File: src/rtl/l2_request_arbiter_if.sv
// rtl/l2_request_arbiter_if.sv - L1 I/D miss ports and L2 controller port bundle
//
// Purpose: groups every handshake/bus signal of the L2 request arbiter.
//   slave  : arbiter view (L1 requests and L2 response in, L1 responses and L2 request out)
//   master : environment view (L1 caches plus L2 controller), directions mirrored
// Signals:
//   i_read/i_addr            I-cache line read request (level) and address
//   i_resp/i_rdata           I-cache completion pulse and returned line
//   d_read/d_write/d_addr    D-cache read / write-back request (level) and address
//   d_wdata                  D-cache write-back line
//   d_resp/d_rdata           D-cache completion pulse and returned line
//   l2_read/l2_write         request to L2 controller
//   l2_addr/l2_wdata         registered address / write line to L2
//   l2_resp/l2_rdata         L2 completion strobe and read line
interface l2_request_arbiter_if #(
  parameter int ADDR_W = 16,
  parameter int LINE_W = 128
);
  logic              i_read;
  logic [ADDR_W-1:0] i_addr;
  logic              i_resp;
  logic [LINE_W-1:0] i_rdata;
  logic              d_read;
  logic              d_write;
  logic [ADDR_W-1:0] d_addr;
  logic [LINE_W-1:0] d_wdata;
  logic              d_resp;
  logic [LINE_W-1:0] d_rdata;
  logic              l2_read;
  logic              l2_write;
  logic [ADDR_W-1:0] l2_addr;
  logic [LINE_W-1:0] l2_wdata;
  logic              l2_resp;
  logic [LINE_W-1:0] l2_rdata;

  modport slave (
    input  i_read, i_addr, d_read, d_write, d_addr, d_wdata, l2_resp, l2_rdata,
    output i_resp, i_rdata, d_resp, d_rdata, l2_read, l2_write, l2_addr, l2_wdata
  );

  modport master (
    output i_read, i_addr, d_read, d_write, d_addr, d_wdata, l2_resp, l2_rdata,
    input  i_resp, i_rdata, d_resp, d_rdata, l2_read, l2_write, l2_addr, l2_wdata
  );
endinterface

File: src/rtl/l2_request_arbiter.sv
// rtl/l2_request_arbiter.sv - single-outstanding arbiter from L1 I/D miss ports to L2
//
// Purpose: grants one of the I-cache / D-cache requesters, registers its address, write
//   line and operation, holds a stable request on the L2 port until l2_resp, returns the
//   line to the winner with a one-cycle resp pulse, then re-arbitrates.
// Build option: L2_ARB_RR_EN defined -> round-robin on simultaneous requests;
//   undefined -> fixed priority, D-cache wins ties.
// Ports:
//   clk   system clock, all state on rising edge
//   rst   asynchronous, active-high reset
//   bus   l2_request_arbiter_if.slave: L1 I/D request/response and L2 request/response
module l2_request_arbiter #(
  parameter int ADDR_W = 16,
  parameter int LINE_W = 128
) (
  input  logic                 clk,
  input  logic                 rst,
  l2_request_arbiter_if.slave  bus
);

  typedef enum logic [2:0] {
    IDLE,
    SERVE_I,
    SERVE_D,
    RESP_I,
    RESP_D
  } state_t;

  state_t            state;
  logic [ADDR_W-1:0] addr_q;
  logic [LINE_W-1:0] wdata_q;
  logic [LINE_W-1:0] i_rdata_q;
  logic [LINE_W-1:0] d_rdata_q;
  logic              rd_q;
  logic              wr_q;
  logic              i_resp_q;
  logic              d_resp_q;
  logic              req_i;
  logic              req_d;
  logic              grant_d;

`ifdef L2_ARB_RR_EN
  // 1: last grant went to D, so the next tie goes to I.
  logic              rr_last_d;
`endif

  always_comb begin
    req_i = bus.i_read;
    req_d = bus.d_read | bus.d_write;
`ifdef L2_ARB_RR_EN
    grant_d = req_d & (~req_i | ~rr_last_d);
`else
    grant_d = req_d;
`endif
  end

  always_ff @(posedge clk or posedge rst) begin
    if (rst) begin
      state     <= IDLE;
      addr_q    <= '0;
      wdata_q   <= '0;
      i_rdata_q <= '0;
      d_rdata_q <= '0;
      rd_q      <= 1'b0;
      wr_q      <= 1'b0;
      i_resp_q  <= 1'b0;
      d_resp_q  <= 1'b0;
`ifdef L2_ARB_RR_EN
      rr_last_d <= 1'b1;
`endif
    end else begin
      case (state)
        IDLE: begin
          if (grant_d) begin
            addr_q  <= bus.d_addr;
            wdata_q <= bus.d_wdata;
            // Read wins when both d_read and d_write are (illegally) high.
            rd_q    <= bus.d_read;
            wr_q    <= ~bus.d_read;
            state   <= SERVE_D;
`ifdef L2_ARB_RR_EN
            rr_last_d <= 1'b1;
`endif
          end else if (req_i) begin
            addr_q  <= bus.i_addr;
            rd_q    <= 1'b1;
            wr_q    <= 1'b0;
            state   <= SERVE_I;
`ifdef L2_ARB_RR_EN
            rr_last_d <= 1'b0;
`endif
          end
        end
        SERVE_I: begin
          if (bus.l2_resp) begin
            i_rdata_q <= bus.l2_rdata;
            i_resp_q  <= 1'b1;
            rd_q      <= 1'b0;
            wr_q      <= 1'b0;
            state     <= RESP_I;
          end
        end
        SERVE_D: begin
          if (bus.l2_resp) begin
            d_rdata_q <= bus.l2_rdata;
            d_resp_q  <= 1'b1;
            rd_q      <= 1'b0;
            wr_q      <= 1'b0;
            state     <= RESP_D;
          end
        end
        RESP_I: begin
          i_resp_q <= 1'b0;
          state    <= IDLE;
        end
        RESP_D: begin
          d_resp_q <= 1'b0;
          state    <= IDLE;
        end
        default: state <= IDLE;
      endcase
    end
  end

  assign bus.l2_read  = rd_q;
  assign bus.l2_write = wr_q;
  assign bus.l2_addr  = addr_q;
  assign bus.l2_wdata = wdata_q;
  assign bus.i_resp   = i_resp_q;
  assign bus.i_rdata  = i_rdata_q;
  assign bus.d_resp   = d_resp_q;
  assign bus.d_rdata  = d_rdata_q;

endmodule
File: src/flat_wrapper.sv
// flat-port wrapper written by rule: the top's interface ports become plain ports
module l2_request_arbiter_flat 
#(
  parameter int ADDR_W = 16,
  parameter int LINE_W = 128
)
  (clk, rst, bus_i_read, bus_i_addr, bus_d_read, bus_d_write, bus_d_addr, bus_d_wdata, bus_l2_resp, bus_l2_rdata, bus_i_resp, bus_i_rdata, bus_d_resp, bus_d_rdata, bus_l2_read, bus_l2_write, bus_l2_addr, bus_l2_wdata);
  l2_request_arbiter_if #(.ADDR_W(ADDR_W), .LINE_W(LINE_W)) bus_i ();
  input  logic clk;
  input  logic rst;
  input wire logic [$bits(bus_i.i_read)-1:0] bus_i_read;
  input wire logic [$bits(bus_i.i_addr)-1:0] bus_i_addr;
  input wire logic [$bits(bus_i.d_read)-1:0] bus_d_read;
  input wire logic [$bits(bus_i.d_write)-1:0] bus_d_write;
  input wire logic [$bits(bus_i.d_addr)-1:0] bus_d_addr;
  input wire logic [$bits(bus_i.d_wdata)-1:0] bus_d_wdata;
  input wire logic [$bits(bus_i.l2_resp)-1:0] bus_l2_resp;
  input wire logic [$bits(bus_i.l2_rdata)-1:0] bus_l2_rdata;
  output wire logic [$bits(bus_i.i_resp)-1:0] bus_i_resp;
  output wire logic [$bits(bus_i.i_rdata)-1:0] bus_i_rdata;
  output wire logic [$bits(bus_i.d_resp)-1:0] bus_d_resp;
  output wire logic [$bits(bus_i.d_rdata)-1:0] bus_d_rdata;
  output wire logic [$bits(bus_i.l2_read)-1:0] bus_l2_read;
  output wire logic [$bits(bus_i.l2_write)-1:0] bus_l2_write;
  output wire logic [$bits(bus_i.l2_addr)-1:0] bus_l2_addr;
  output wire logic [$bits(bus_i.l2_wdata)-1:0] bus_l2_wdata;
  assign bus_i.i_read = bus_i_read;
  assign bus_i.i_addr = bus_i_addr;
  assign bus_i.d_read = bus_d_read;
  assign bus_i.d_write = bus_d_write;
  assign bus_i.d_addr = bus_d_addr;
  assign bus_i.d_wdata = bus_d_wdata;
  assign bus_i.l2_resp = bus_l2_resp;
  assign bus_i.l2_rdata = bus_l2_rdata;
  assign bus_i_resp = bus_i.i_resp;
  assign bus_i_rdata = bus_i.i_rdata;
  assign bus_d_resp = bus_i.d_resp;
  assign bus_d_rdata = bus_i.d_rdata;
  assign bus_l2_read = bus_i.l2_read;
  assign bus_l2_write = bus_i.l2_write;
  assign bus_l2_addr = bus_i.l2_addr;
  assign bus_l2_wdata = bus_i.l2_wdata;
  l2_request_arbiter #(.ADDR_W(ADDR_W), .LINE_W(LINE_W)) u_core (.clk(clk), .rst(rst), .bus(bus_i));
endmodule
File: config.mk
export PLATFORM = sky130hd
export DESIGN_NAME = l2_request_arbiter_flat
export DESIGN_NICKNAME = d
export VERILOG_FILES = /design/src/rtl/l2_request_arbiter_if.sv /design/src/rtl/l2_request_arbiter.sv /design/src/flat_wrapper.sv
export SDC_FILE = /design/constraint.sdc
export NUM_CORES = 1
export LEC_CHECK = 0
export CORE_AREA = 5 5 269 271
export DETAILED_ROUTE_END_ITERATION = 16
export DIE_AREA = 0 0 274 276
export SYNTH_ARGS = -nofsm -noshare
export SYNTH_HDL_FRONTEND = slang
export SYNTH_SLANG_ARGS = --single-unit
File: constraint.sdc
create_clock -name clk -period 20.1 [get_ports clk]
set_clock_uncertainty 0.2 [all_clocks]
set_input_delay 4.02 -clock clk [delete_from_list [all_inputs] [get_ports clk]]
set_output_delay 4.02 -clock clk [all_outputs]
set_load 0.005 [all_outputs]
==> flow_summary_export.csv <==
group,metric,value,unit
layout,drive_above_1_share,30.77,%
drt,vias,10277,
clock_network,cts_tree,"yes",
global_route,grt_use_met1,14.60,%
power,ir_drop,100.7,uV
placed_design,place_area,0.02379,mm^2
global_route,gr-usage-all-layers,13.10,%
power,seq_power_share,35.7,%
synth,yosysTopAreaCellShare,63.58,%
clock_network,cts_hold_buf,0,
synth,synth_most_common_cell,"dfrtp_1",
setup_path,r2r_end,"u_core.bus.i_rdata[30]",
setup_path,required,20.51,ns
power,power_density,162.7,mW/mm^2
hold_path,hp-class,"reg -> reg",
drt,drc,0,
hold_path,hp-start,"u_core.bus.d_rdata[11]",
global_route,grt_pass1_vias,11714,
run,drv_cap,0,
power,power.switching,1.150,mW
synth,synth_fa_ha_area_share,0,%
drt,detail-route-antenna-nets,0,
synth,ys_seq_elements,407,
floorplanning,core_area,0.06954,mm^2
global_route,grt_use_met3,4.344,%
global_route,antenna_found_initial,4,
synth,yosys-top-cells-count,"dfrtp_1, mux2_2, mux2_4",
floorplanning,initial_core_util,23.03,%
power,p_int,2.972,mW
power,combPwrFrac,43.4,%
floorplanning,dieHeight,276,um
layout,design_area,0.02534,mm^2
synth,yosys_warnings,0,
setup_path,crit_path_end_kind,"asynchronous set/reset pin",
synth,synthMuxAreaShare,32.05,%
setup_path,path_max_fanout,105,
clock_network,clock_latency,0.56,ns
outcome,status,"finished clean",
setup_path,criticalPathCategory,"in -> async",
global_route,overflow,0,
placed_design,port_buffers,697,
hold_path,holdPathEnd,"u_core.bus.d_rdata[11]",
synth,synth_top_family_by_area,"multiplexers",
sta,post-route-period-util,35.46,%
floorplanning,placement_rows,97,
synth,ys_seq_area_share,63.58,%
clock_network,clkTransAtPathRegs,0.06,ns
synth,yosys.cell_types.count,28,
power,clockPowerShare,20.9,%
synth,synth.area.top_cells,"dfrtp_1, mux2_2, mux2_4",
drt,avgViaCountPerCell,3.980,
clock_network,clockRootBuffer,"clkbuf_16",
synth,ys.flop_type,"dfrtp_1",
sta,rsz0062_at_grt,"no",
synth,synthCells,897,
setup_path,r2r_slack,16.69,ns
floorplanning,die_w,274,um
clock_network,clock_path_buffers,3,
drt,drt-total-wl,51600,um
drt,drtIter0Drc,310,
sta,hold_viol,0,
synth,syn_area,0.01602,mm^2
synth,async_flop_share,100.0,%
placed_design,place_congestion,0.7783,
drt,drt-pass1-iter-count,4,
sta,setup-violations-final,0,
synth,avgSynthCellArea,17.86,um^2
sta,hold_slack,0.3026,ns
synth,synth_compound_area_share,0.4686,%
setup_path,crit_arrival,7.54,ns
sta,final_max_slew_viol_count,0,
drt,wl_per_cell,19.98,um
global_route,top_usage_layer,"met2",
sta,fmax,140.3,MHz
synth,synth_largest_area_cell,"dfrtp_1",
sta,maxSlewHeadroom,27.66,%
setup_path,cp-start-kind,"primary input",
synth,yosys.area_share.simple,0.7654,%
clock_network,cts_setup_buffers,0,
synth,syn-num-nets,1191,
placed_design,hpwl,38820,um
clock_network,cts.sinks,407,
power,switching_share,27.90,%
synth,synth_edf_count,0,
hold_path,hold_path_depth,1,
sta,setup_tns,0,ns
clock_network,h-tree-depth,2,
setup_path,r2r-start,"u_core.state[2]",
floorplanning,die_area,0.07562,mm^2
power,leakagePower,10.77,nW
global_route,grt_max_degree,129,
clock_network,cts_resized,0,
layout,nets,1901,
floorplanning,num_io_pins,698,
global_route,grt_pass1_wl,77320,um
setup_path,rr_worst_depth,5,
sta,tightest_slew,1.085,ns
synth,synth_xor_area_share,0.05467,%
clock_network,cts_buffers,48,
global_route,use_met2,23.75,%
layout,area_growth,58.18,%
sta,min_period,7.128,ns
==> per-stage QoR <==
stage                     power [mW]  cells  setup WS (ns)  utilization (%)
after floorplan                2.201    897          4.557                -
after global placement         3.263   2497          12.27            34.21
after detailed placement       3.298   2497          12.19            34.21
after CTS                      4.193   2581          12.83            36.43
after global routing           4.348   2581          12.37            36.43
final                          4.122   2582          12.97            36.44
==> metal layers <==
metal	wire (um)	vias up
met4	1269	4
met5	27	-
met1	19000	5225
li1	-	4584
met3	4242	81
met2	27060	383
==> power groups by stage <==
stage,Combinational [mW],Clock (mW),Sequential [mW]
6_report,1.79,0.862,1.47
5_1_grt,1.89,0.930,1.52
4_1_cts,1.83,0.891,1.48
3_5_place_dp,1.82,0,1.48
3_3_place_gp,1.79,0,1.47
2_1_floorplan,0.721,0,1.48
==> how the worst max path moves through the flow <==
stage / slack, ns / start / depth (start not counted) / endpoint
floorplan: 4.56 / rst / 1 / u_core.bus.d_rdata[0]
global placement: 12.27 / rst / 5 / u_core.bus.d_rdata[6]
detailed placement: 12.19 / rst / 5 / u_core.bus.i_rdata[6]
CTS: 12.83 / rst / 5 / u_core.bus.d_rdata[6]
global route: 12.37 / rst / 5 / u_core.bus.i_rdata[9]
finish: 12.97 / rst / 5 / u_core.bus.i_rdata[99]
==> cell families (layout without fill, tap and decap cells) <==
| kind of cell | count (synthesis) | in the layout |
|---|---|---|
| compound gates | 10 | 10 |
| simple gates | 15 | 15 |
| flops | 407 | 407 |
| mux | 416 | 416 |
| buf+inv | 48 | 792 |
| other cells | 0 | 1 |
| xor+xnor | 1 | 1 |
==> placed cells by master, fill, tap and decap left out, types with 2 or more instances in the layout <==
cell | Yosys | layout
bufinv_16 | 0 | 3
a21oi_1 | 3 | 3
clkbuf_8 | 0 | 8
nor2_1 | 2 | 2
mux2_2 | 296 | 296
inv_6 | 0 | 4
nand2b_1 | 2 | 2
buf_4 | 4 | 9
clkbuf_16 | 0 | 49
nor2b_1 | 2 | 2
clkinv_2 | 0 | 7
clkbuf_1 | 0 | 13
dfrtp_1 | 407 | 407
mux2_4 | 120 | 120
clkdlybuf4s50_1 | 0 | 697
nor3b_4 | 1 | 2
==> state kept, by name (all words and copies together), names as in the netlist <==
signal               cells
u_core.bus.d_rdata     128
u_core.bus.i_rdata     128
u_core.bus.l2_wdata    128
u_core.bus.l2_addr      16
u_core.state             3
u_core.bus.d_resp        1
u_core.bus.i_resp        1
u_core.bus.l2_read       1
u_core.bus.l2_write      1
==> worst max-delay path, cell delays in order <==
cell and delay (ns):
clkdlybuf4s50_1 0.49, inv_8 0.57, buf_4 0.73, buf_4 0.85, buf_4 0.72
==> layout make-up <==
| cell class | count | area [um^2] |
|---|---|---|
| Antenna cell | 1 | 2.502 |
| Clock buffer | 70 | 1385 |
| Clock inverter | 14 | 160.2 |
| Fill cell | 6578 | 44200 |
| Inverter | 1 | 11.26 |
| Multi-Input combinational cell | 442 | 5355 |
| Sequential cell | 407 | 10180 |
| Tap cell | 940 | 1176 |
| Timing Repair Buffer | 707 | 7064 |
Power figures use the tool's default switching activity.
==> RTL edit 1: new RTL, same flow settings <==
Reset style: synchronous (`rst`), changed in one clocked block. Comments in the files are not updated.
--- a/src/rtl/l2_request_arbiter.sv
+++ b/src/rtl/l2_request_arbiter.sv
@@ -55,5 +55,5 @@
   end
 
-  always_ff @(posedge clk or posedge rst) begin
+  always_ff @(posedge clk) begin
     if (rst) begin
       state     <= IDLE;
Formal check against the unedited RTL: differs if rst is asserted again (counterexample within 4 cycles, from zero or initial values and one cycle with rst high); with rst held inactive, the same outputs for 4 cycles.
==> RTL edit 1 against the unedited design <==
  * Non-clock buffer count is 4 higher
  * Sequential cell count unchanged
  * Global-route usage rose by 2.2 points
  * Utilization shrank 2.2 points
  * First-iteration DRC count grew to 3.3 times the old value
  * Setup slack better by 0.57 ns
  * Synthesized area down 9.0%
  * Cell area down 6.1%
  * Routed wire length up 21%
Power is not compared: it rests on default switching activity, and its combinational part moved more than twofold at a synthesized area within 25%.
==> RTL edit 1: results (changes against the unedited design) <==
stage	metric	value	unit	change
drt	M1 wire length	23.9	mm	+26%
layout	#MultiIn Comb	1249		+180%
synth	Async SR Flop Fraction	0	%	-100 points
layout	fin nets	2713		+43%
layout	sequential cells	407		unchanged
synth	dominant cells by area after synthesis	dfxtp_1 56%, nand2_1 14%, a21oi_1 14%		
place	pre-CTS setup slack	12.96	ns	+0.771 ns
global_route	vias in the first global route	14500		+24%
layout	Non-clock buffers	711		+0.57%
clock_network	total CTS buffers	47		-2.1%
critical_path	reg2reg end	u_core.bus.l2_addr[0]$_SDFFE_PP0P_		
synth	top_reg_cell synth	dfxtp_1		
min_path	Hold Startpoint	u_core.bus.i_rdata[67]$_SDFFE_PP0P_		
drt	drt pass-1 iters	5		+1
drt	routed wl met3	6.96	mm	+64%
synth	YS warnings	0		unchanged
critical_path	Crit Reg-Reg Startpoint	u_core.state[0]$_SDFFE_PP0P_		
synth	Seq/Total Area, Yosys	55.9	%	-7.7 points
synth	Post-Syn Area	0.0146	mm²	-9.0%
run_status	status	complete, no violations		
global_route	first-pass GRT wire length	92.1	mm	+19%
global_route	GR Util All Layers	15.3	%	+2.2 points
drt	1st-iter DRT viols	1011		+230%
drt	vias per std cell	4.40		+11%
layout	sequential share of cell area	34.3	%	-5.9 points
min_path	Worst Hold End	u_core.bus.i_rdata[67]$_SDFFE_PP0P_		
place	number of instances in the placed design	3310		+33%
layout	Signal inverters	3		+2
drt	Met2 Wirelength	29.9	mm	+11%
timing	worst hold margin	0.251	ns	-0.0520 ns
drt	final WL	62.5	mm	+21%
layout	clock buf count	73		+4.3%
place	post-detail-place hpwl	41.9	mm	+8.0%
layout	n_diodes	3		+2
timing	Max-slew headroom	20.0	%	-7.7 points
synth	Mapped Avg Cell Area	7.98	µm²	-55%
layout	Non-Clock Buffer Area Fraction	29.9	%	+2.0 points
layout	Final Non-Filler Cells	3398		+32%
layout	clock-cell share of area	6.62	%	+0.53 points
place	Final GP Congestion	0.776		-0.32%
global_route	antenna violations before repair	8		+4
global_route	total grt overflow	0		unchanged
layout	area taken by multi-input logic gates	0.00577	mm²	+7.7%
synth	cell taking the most area after synthesis	dfxtp_1		
global_route	met1 Resource Use GR	17.2	%	+2.6 points
global_route	grt met3 use	6.94	%	+2.6 points
layout	Filler cells	7321		+11%
-- RTL edit 1: cell types whose count changed after synthesis, sizes merged, moves of 129 or more --
cell   delta
o21ai   +129
dfrtp   -407
mux2    -416
nand2   +545
dfxtp   +407
a21oi   +401
-- RTL edit 1: power by group through the flow --
stage / clock network (mW) / registers [mW] / logic (mW)
after floorplan: 0 / 0.891 / 0.108
after CTS: 0.910 / 0.873 / 0.301
after global routing: 0.946 / 0.878 / 0.321
after global placement: 0 / 0.889 / 0.301
final: 0.881 / 0.873 / 0.297
after detailed placement: 0 / 0.891 / 0.300
-- RTL edit 1: logic make-up after synthesis --
kind of cell              share of synthesized area (%)
xor gates and xnor gates                         0.0601
AOI/OAI and AO/OA                                  19.7
and+or+nand+nor                                    19.4
DFF                                                55.9
muxes                                             0.137
buffers and inverters                              4.89
-- RTL edit 1: worst max-delay path by stage --
| stage | startpoint | endpoint | slack, ns | cells after the start |
|---|---|---|---|---|
| final | bus_d_write | u_core.bus.l2_wdata[0]$_SDFFE_PP0P_ | 13.54 | 5 |
| after global routing | bus_d_write | u_core.bus.l2_wdata[7]$_SDFFE_PP0P_ | 13.33 | 5 |
| after CTS | bus_l2_resp | u_core.bus.i_rdata[63]$_SDFFE_PP0P_ | 13.59 | 6 |
| after detailed placement | bus_l2_resp | u_core.bus.d_rdata[86]$_SDFFE_PP0P_ | 12.96 | 5 |
| after global placement | bus_d_read | u_core.bus.l2_addr[0]$_SDFFE_PP0P_ | 13.00 | 5 |
| after floorplan | bus_d_write | u_core.bus.l2_wdata[73]$_SDFFE_PP0P_ | 14.86 | 5 |
-- RTL edit 1: tightest hold or removal path: cells and delay by family (launching register included) --
kind            cells  cell delay [ns]
compound gates      1             0.05
flops               1             0.31
simple gates        1             0.05
==> RTL edit 2: new RTL, config.mk and constraints unchanged <==
Without the edit above. The option `L2_ARB_RR_EN` is turned on by a define.
--- a/src/rtl/l2_request_arbiter.sv
+++ b/src/rtl/l2_request_arbiter.sv
@@ -10,4 +10,6 @@
 //   rst   asynchronous, active-high reset
 //   bus   l2_request_arbiter_if.slave: L1 I/D request/response and L2 request/response
+`define L2_ARB_RR_EN
+
 module l2_request_arbiter #(
   parameter int ADDR_W = 16,
Check against the original RTL: not equivalent (Yosys sat finds a counterexample within 4 cycles, from zero or initial values and one cycle with rst high).
==> RTL edit 2 against the unedited design <==
  * Power is 1.7% higher
  * Highest routed layer is now met4
  * Combinational power is 5% higher
  * Clock power is 4.3% lower
  * Hold slack worse by 0.034 ns
  * Synthesized area is 0.34% lower
  * Setup slack worse by 0.11 ns
  * Sequential cell count is 1 higher
  * Cell area is 0.44% lower
  * Routed wire length is 1.7% lower
  * Count of clock-buffer cells in the layout is 3 higher
==> RTL edit 2: results (changes against the unedited design) <==
stage	metric	value	unit	change
run_status	status	complete, no violations		
layout	layout cells sized above 1	27.9	%	-2.8 points
pwr	Peak VDD IR	0.0799	mV	-21%
place	pre-CTS setup slack	12.32	ns	+0.127 ns
timing	Worst Max-Slew Pin Slew	1.18	ns	+0.0916 ns
global_route	vias in the first global route	11700		+0.26%
synth	Compound-Gate Fraction of Synth Area	0.987	%	+0.52 points
global_route	met1 Resource Use GR	13.8	%	-0.82 points
min_path	Hold Startpoint	u_core.rr_last_d$_DFFE_PP1P_		
synth	adder-cell area share of the yosys netlist	0.0627	%	+0.063 points
critical_path	Max stage delay on crit path	1.02	ns	+0.17 ns
place	post-detail-place hpwl	37.9	mm	-2.3%
synth	mux contribution to synthesized area	30.9	%	-1.2 points
timing	period utilization	36.0	%	+0.53 points
critical_path	Critical Path AT	7.47	ns	-0.07 ns
synth	syn_nets	1216		+2.1%
drt	Top Layer Used	met4		
critical_path	Crit Reg-Reg Startpoint	u_core.state[0]$_DFFE_PP0P_		
layout	fin nets	1922		+1.1%
critical_path	Max FO, Critical Path	64		-39%
critical_path	r2r setup slk	16.49	ns	-0.20 ns
synth	library cells used by synthesis	27		-3.6%
global_route	Global Route met2 Usage	23.1	%	-0.67 points
global_route	largest net degree at the start of global routing	161		+25%
drt	routed wl met3	4.60	mm	+8.4%
global_route	GR Util All Layers	12.8	%	-0.27 points
min_path	Worst Hold End	u_core.rr_last_d$_DFFE_PP1P_		
synth	dominant cells by area after synthesis	dfrtp_1 64%, mux2_2 19%, mux2_4 11%		
drt	Met2 Wirelength	25.9	mm	-4.3%
drt	M1 wire length	18.4	mm	-3.2%
min_path	depth of the worst hold-timing path	2		+1
global_route	grt met3 use	4.60	%	+0.26 points
critical_path	reg2reg end	u_core.bus.d_rdata[44]$_DFFE_PP0P_		
place	Final GP Congestion	0.785		+0.90%
synth	Seq/Total Area, Yosys	64.0	%	+0.38 points
layout	Filler cells	6591		+0.20%
synth	xor and xnor area share after synthesis	0	%	-0.055 points
critical_path	Setup crit end	u_core.bus.l2_wdata[77]$_DFFE_PP0P_		
global_route	first-pass GRT wire length	75.4	mm	-2.4%
RTL edit 2: cell count changes after synthesis, moves of 4 or more:
cell / before / now
buf_4: 4 / 8
buf_6: 39 / 35
mux2_2: 296 / 264
mux2i_1: 0 / 16
nand2_1: 1 / 23
o21ai_0: 0 / 19
RTL edit 2: power by group:
group | internal [mW] | switching [mW]
clock network | 0.491 | 0.334
logic | 1.27 | 0.612
registers | 1.25 | 0.242
RTL edit 2: final cells by class:
type / count / area share [%]
Antenna cell: 1 / 0.00992
Sequential cell: 408 / 40.5
Clock buffer: 73 / 5.45
Multi-Input combinational cell: 462 / 20.9
Tap cell: 940 / 4.66
Clock inverter: 8 / 0.382
Timing Repair Buffer: 707 / 28.0
Inverter: 3 / 0.0744
RTL edit 2: per-stage QoR:
step                      std cells  hold WS (ns)  instance area, µm²
after CTS                      2601         0.276               25200
after global placement         2520         0.261               23800
after detailed placement       2520         0.265               23800
after global routing           2602         0.307               25200
after floorplan                 922         0.244               16000
final                          2602         0.269               25200
